## src/rtl/led_pkg.sv

```systemverilog
// Shared state encoding and default timing constants for the LED update arbiter.
package led_pkg;
  typedef enum logic [1:0] {
    ST_IDLE      = 2'd0,
    ST_LAUNCH    = 2'd1,
    ST_WAIT_DONE = 2'd2,
    ST_HOLDOFF   = 2'd3
  } led_state_t;

  localparam int unsigned DEF_HOLDOFF_TICKS = 200000;
  localparam int unsigned DEF_TIMEOUT_TICKS = 1000;
  localparam int          CNT_W             = 32;
endpackage

```

## src/rtl/led_tick_counter.sv

```systemverilog
// 32-bit tick counter with clear, enable and a terminal-count compare.
module led_tick_counter
  import led_pkg::*;
(
  input  logic             CLOCK_5,
  input  logic             reset,
  input  logic             clear,
  input  logic             enable,
  input  logic [CNT_W-1:0] last,
  output logic             terminal
);
  logic [CNT_W-1:0] count;

  always_ff @(posedge CLOCK_5) begin
    if (reset || clear) begin
      count <= '0;
    end else if (enable) begin
      count <= count + 32'd1;
    end
  end

  assign terminal = (count == last);
endmodule

```

## src/rtl/led_update_arbiter.sv

```systemverilog
// Round-robin arbiter feeding two requesters' frame words to one LED serial driver,
// with a driver-done timeout and a minimum holdoff between launches.
module led_update_arbiter
  import led_pkg::*;
#(
  parameter int unsigned DATA_W        = 8,
  parameter int unsigned HOLDOFF_TICKS = DEF_HOLDOFF_TICKS,
  parameter int unsigned TIMEOUT_TICKS = DEF_TIMEOUT_TICKS
) (
  input  logic              CLOCK_5,
  input  logic              reset,
  input  logic              req0,
  input  logic [DATA_W-1:0] data0,
  input  logic              req1,
  input  logic [DATA_W-1:0] data1,
  output logic              ack0,
  output logic              ack1,
  output logic              drv_start,
  output logic [DATA_W-1:0] drv_data,
  input  logic              drv_done,
  output logic              busy,
  output logic              last_owner,
  output logic              timeout_err,
  output logic [1:0]        state_dbg
);
  localparam logic [CNT_W-1:0] HOLD_LAST    = CNT_W'(HOLDOFF_TICKS - 1);
  localparam logic [CNT_W-1:0] TIMEOUT_LAST = CNT_W'(TIMEOUT_TICKS - 1);

  // Handshake: reqN is a level held until ackN; ackN pulses for the single
  // cycle in which dataN is captured, so the requester may drop on the next edge.
  led_state_t       state_q, state_d;
  logic             take, grant, cnt_en, cnt_clear, cnt_term;
  logic [CNT_W-1:0] cnt_last;

  always_comb begin
    state_d = state_q;
    take    = 1'b0;
    grant   = 1'b0;
    cnt_en  = 1'b0;
    case (state_q)
      ST_IDLE: begin
        if (req0 || req1) begin
          take    = 1'b1;
          // On a tie the requester that did not win last time goes next.
          grant   = (req0 && req1) ? ~last_owner : req1;
          state_d = ST_LAUNCH;
        end
      end
      ST_LAUNCH: state_d = ST_WAIT_DONE;
      ST_WAIT_DONE: begin
        cnt_en = 1'b1;
        if (drv_done || cnt_term) state_d = ST_HOLDOFF;
      end
      ST_HOLDOFF: begin
        cnt_en = 1'b1;
        if (cnt_term) state_d = ST_IDLE;
      end
      default: state_d = ST_IDLE;
    endcase
  end

  // One counter serves both waits; every state change restarts it from zero.
  assign cnt_clear = (state_q != state_d) || !cnt_en;
  assign cnt_last  = (state_q == ST_HOLDOFF) ? HOLD_LAST : TIMEOUT_LAST;

  led_tick_counter u_tick (
    .CLOCK_5  (CLOCK_5),
    .reset    (reset),
    .clear    (cnt_clear),
    .enable   (cnt_en),
    .last     (cnt_last),
    .terminal (cnt_term)
  );

  always_ff @(posedge CLOCK_5) begin
    if (reset) begin
      state_q     <= ST_IDLE;
      drv_data    <= '0;
      last_owner  <= 1'b1;
      timeout_err <= 1'b0;
    end else begin
      state_q <= state_d;
      if (take) begin
        drv_data   <= grant ? data1 : data0;
        last_owner <= grant;
      end
      if (state_q == ST_WAIT_DONE) begin
        if (drv_done)      timeout_err <= 1'b0;
        else if (cnt_term) timeout_err <= 1'b1;
      end
    end
  end

  assign ack0      = take && !grant && !reset;
  assign ack1      = take && grant && !reset;
  assign drv_start = (state_q == ST_LAUNCH) && !reset;
  assign busy      = (state_q != ST_IDLE) && !reset;
  assign state_dbg = state_q;
endmodule

```

## config.mk

```make
export PLATFORM = sky130hd
export DESIGN_NAME = led_update_arbiter
export DESIGN_NICKNAME = d
export VERILOG_FILES = /design/src/rtl/led_pkg.sv /design/src/rtl/led_tick_counter.sv /design/src/rtl/led_update_arbiter.sv
export SDC_FILE = /design/constraint.sdc
export NUM_CORES = 1
export LEC_CHECK = 0
export ABC_AREA = 1
export BUFFER_PORTS_ARGS = -buffer_cell sky130_fd_sc_hd__buf_4
export CAP_MARGIN = 20
export CELL_PAD_IN_SITES_DETAIL_PLACEMENT = 0
export CELL_PAD_IN_SITES_GLOBAL_PLACEMENT = 1
export CORE_UTILIZATION = 25
export DETAILED_ROUTE_END_ITERATION = 8
export PLACE_DENSITY = 0.52
export SLEW_MARGIN = 30
export SYNTH_ARGS = -nofsm -noshare
export SYNTH_HDL_FRONTEND = slang
export SYNTH_SLANG_ARGS = --single-unit
```

## constraint.sdc

```tcl
create_clock -name CLOCK_5 -period 2.8 [get_ports CLOCK_5]
set_input_delay 0.14 -clock CLOCK_5 [delete_from_list [all_inputs] [get_ports CLOCK_5]]
set_output_delay 0.14 -clock CLOCK_5 [all_outputs]
set_load 0.01 [all_outputs]
```

==> results.tsv <==
stage	metric	value	unit
sta	slew_viol_final	0	
yosys	yosysWarnings	0	
power_and_ir_drop	sw_frac_of_total	0.2643	
critical_path	arrival	2.28	ns
routing	wl	7858	µm
floorplan	coreArea	10370	µm²
floorplan	dieArea	11160	µm²
floorplan	dieWidth	105.6	µm
routing	drt_first_iter_violations	128	
cells_and_area	nets	489	
power_and_ir_drop	seqPwrFrac	0.493	
placement	globalplace.congestion	0.7393	
cells_and_area	layout-drive-gt1-share	0.1538	
hold_path	hold_path.class	in -> reg	
yosys	syn-cell-area	2685	µm²
sta	finalHoldViolCount	0	
hold_path	hold_depth	3	
power_and_ir_drop	peakVddDrop	263.0	µV
placement	place_inst	596	
routing	antenna_left	0	
yosys	syn_inst	428	
critical_path	cp-start-kind	flip-flop	
placement	place_area	3090	µm²
sta	rsz0062_at_grt	no	
cts	cts_tree	yes	
global_routing	grt_pass1_vias	2568	
flow_run	drv_cap	0	
routing	post_drt_wl_per_cell	13.01	µm
cts	clock_latency	0.30	ns
critical_path	end_kind	flip-flop	
yosys	avgSynthCellArea	6.274	µm²
sta	layout_setup_ws	0.7143	ns
cells_and_area	final_cell_area	3198	µm²
sta	fin_crit_sh	0.7449	
floorplan	num_io_pins	37	
sta	worstMarginPinSlew	0.6906	ns
routing	num_vias	2584	
hold_path	min_from	data0[2]	
global_routing	grtUsageTotal	0.1478	
routing	firstDrtPassIters	4	
cells_and_area	antenna_cells	0	
sta	relSlewSlack	0.5394	
cells_and_area	fin_util	0.3084	
placement	place_hpwl	6284	µm
power_and_ir_drop	intPower	1.000	mW
sta	setup_tns	0	ns
yosys	ys.flop_type	dfxtp_1	
yosys	synth_edf_count	0	
cells_and_area	final_cell_mix	nand2_1, nor2_1, inv_1	
cts	cts_sinks	44	
sta	finClkSkew	0.005345	ns
status	status	completed	
cts	cts_resized	0	
yosys	netlist-cell-type-count	31	
global_routing	antenna_found_initial	0	
power_and_ir_drop	comb_power_share	0.142	
critical_path	worstPathRequired	2.99	ns
critical_path	timing.rr.start	u_tick.count[0]	
placement	place_worst_setup_slack	0.6816	ns
global_routing	grt_pass1_wl	12870	µm
cts	h-tree-depth	2	
routing	viasPerCell	4.278	
cells_and_area	syn_to_final_growth	19.11	%
routing	drc	0	
cts	cts_buffer_depth	2	
critical_path	cp_max_fo	19	
power_and_ir_drop	p_leak	1.281	nW
yosys	syn_nets	450	
cts	postCtsSetupBuffers	0	
critical_path	reg2reg_depth	11	
yosys	async_flop_share	0	
cells_and_area	final_cells	604	
power_and_ir_drop	p_clk_frac	0.365	
cts	hold_buffers	0	
cells_and_area	layout_commonest_cell	nand2_1	
critical_path	path_class	reg -> reg	
sta	fmax	479.5	MHz
cts	clk_pin_slew	0.09	ns
floorplan	start_util	0.2589	
global_routing	gr-total-overflow	0	
yosys	seq_area_frac_synth	0.3281	
sta	final-setup-viol-count	0	
sta	period_needed	2.086	ns
yosys	synth_seq_cells	44	
critical_path	cp-startpoint	u_tick.count[0]	
cts	cts_made_buffers	5	
cts	root_buffer	clkbuf_8	
floorplan	die_h	105.6	µm
floorplan	num_rows	37	
power_and_ir_drop	p_sw	0.3593	mW
placement	io_buffers	36	
global_routing	grt_max_degree	20	
power_and_ir_drop	power_density	425.0	nW/µm²
-- registers in the layout, summed over array words and instances (netlist names) --
name / count
drv_data: 8
last_owner: 1
state_dbg: 2
timeout_err: 1
u_tick.count: 32
-- stage by stage --
step                power (mW)  hold slack, ns
CTS                      1.390         0.02825
detailed placement      0.8811          0.3560
global placement        0.8793          0.3445
finish                   1.359         0.04568
floorplan               0.7897          0.2532
global route             1.439         0.03061
-- cell usage after synthesis, types with 2 or more instances --
cell type,number,area (µm²)
nand2_1,124,465.5
nor2_1,96,360.4
inv_1,49,183.9
dfxtp_1,44,880.8
nand3_1,29,145.1
xor2_1,12,105.1
a21oi_1,8,40.04
nor2_2,8,50.05
nand2_2,7,43.79
nand4_1,7,43.79
nor3_1,7,35.03
xnor2_1,5,43.79
a31oi_1,3,18.77
nor2_4,3,33.78
o21ai_0,3,15.01
buf_6,2,22.52
buf_8,2,30.03
clkbuf_1,2,7.510
clkinv_1,2,7.510
inv_2,2,7.510
mux2i_1,2,20.02
o21ai_1,2,10.01
-- cell families after synthesis --
family                   share of synthesized area
buffers and inverters                       0.1007
multiplexers                              0.007456
XOR/XNOR                                   0.05545
flip-flops                                  0.3281
adder cells (fa/ha/maj)                   0.004659
AO/OA/AOI/OAI                              0.04381
AND/OR/NAND/NOR                             0.4599
-- metal layers --
layer,global-route usage,wire length (µm)
met1,0.1782,3588
met2,0.2679,4016
met3,0.02907,178
met5,0,0
met4,0.03571,74
-- path summary, 6_finish.rpt --
check,to,slack [ns]
max,u_tick.count[10],0.71
min,drv_data[2],0.05
max reg2reg,u_tick.count[10],0.71
min reg2reg,timeout_err,0.47
-- power by group through the flow --
stage	logic [mW]	registers, mW	clock network [mW]
finish	0.193	0.670	0.497
global route	0.217	0.674	0.548
CTS	0.197	0.670	0.523
detailed placement	0.197	0.684	0
global placement	0.195	0.684	0
floorplan	0.101	0.689	0
-- worst max-delay path: stages (launching register included) --
cell,delay (ns)
dfxtp_1,0.42
ha_1,0.33
inv_1,0.13
nor2_1,0.11
nand2_1,0.06
nor2_1,0.10
nand2_1,0.07
nor2_1,0.11
nand2_2,0.09
o2111ai_4,0.25
buf_8,0.24
nor2_1,0.05
-- cell type report --
type                       count  area (µm²)
clock inverter                 2       35.03
timing repair buffer          39       300.3
multi-input combinational    323        1534
fill                        1200        7172
sequential                    44       880.8
tap                          136       170.2
inverter                      54       205.2
clock buffer                   6       72.57
No activity file was read; power rests on OpenSTA's default activity.
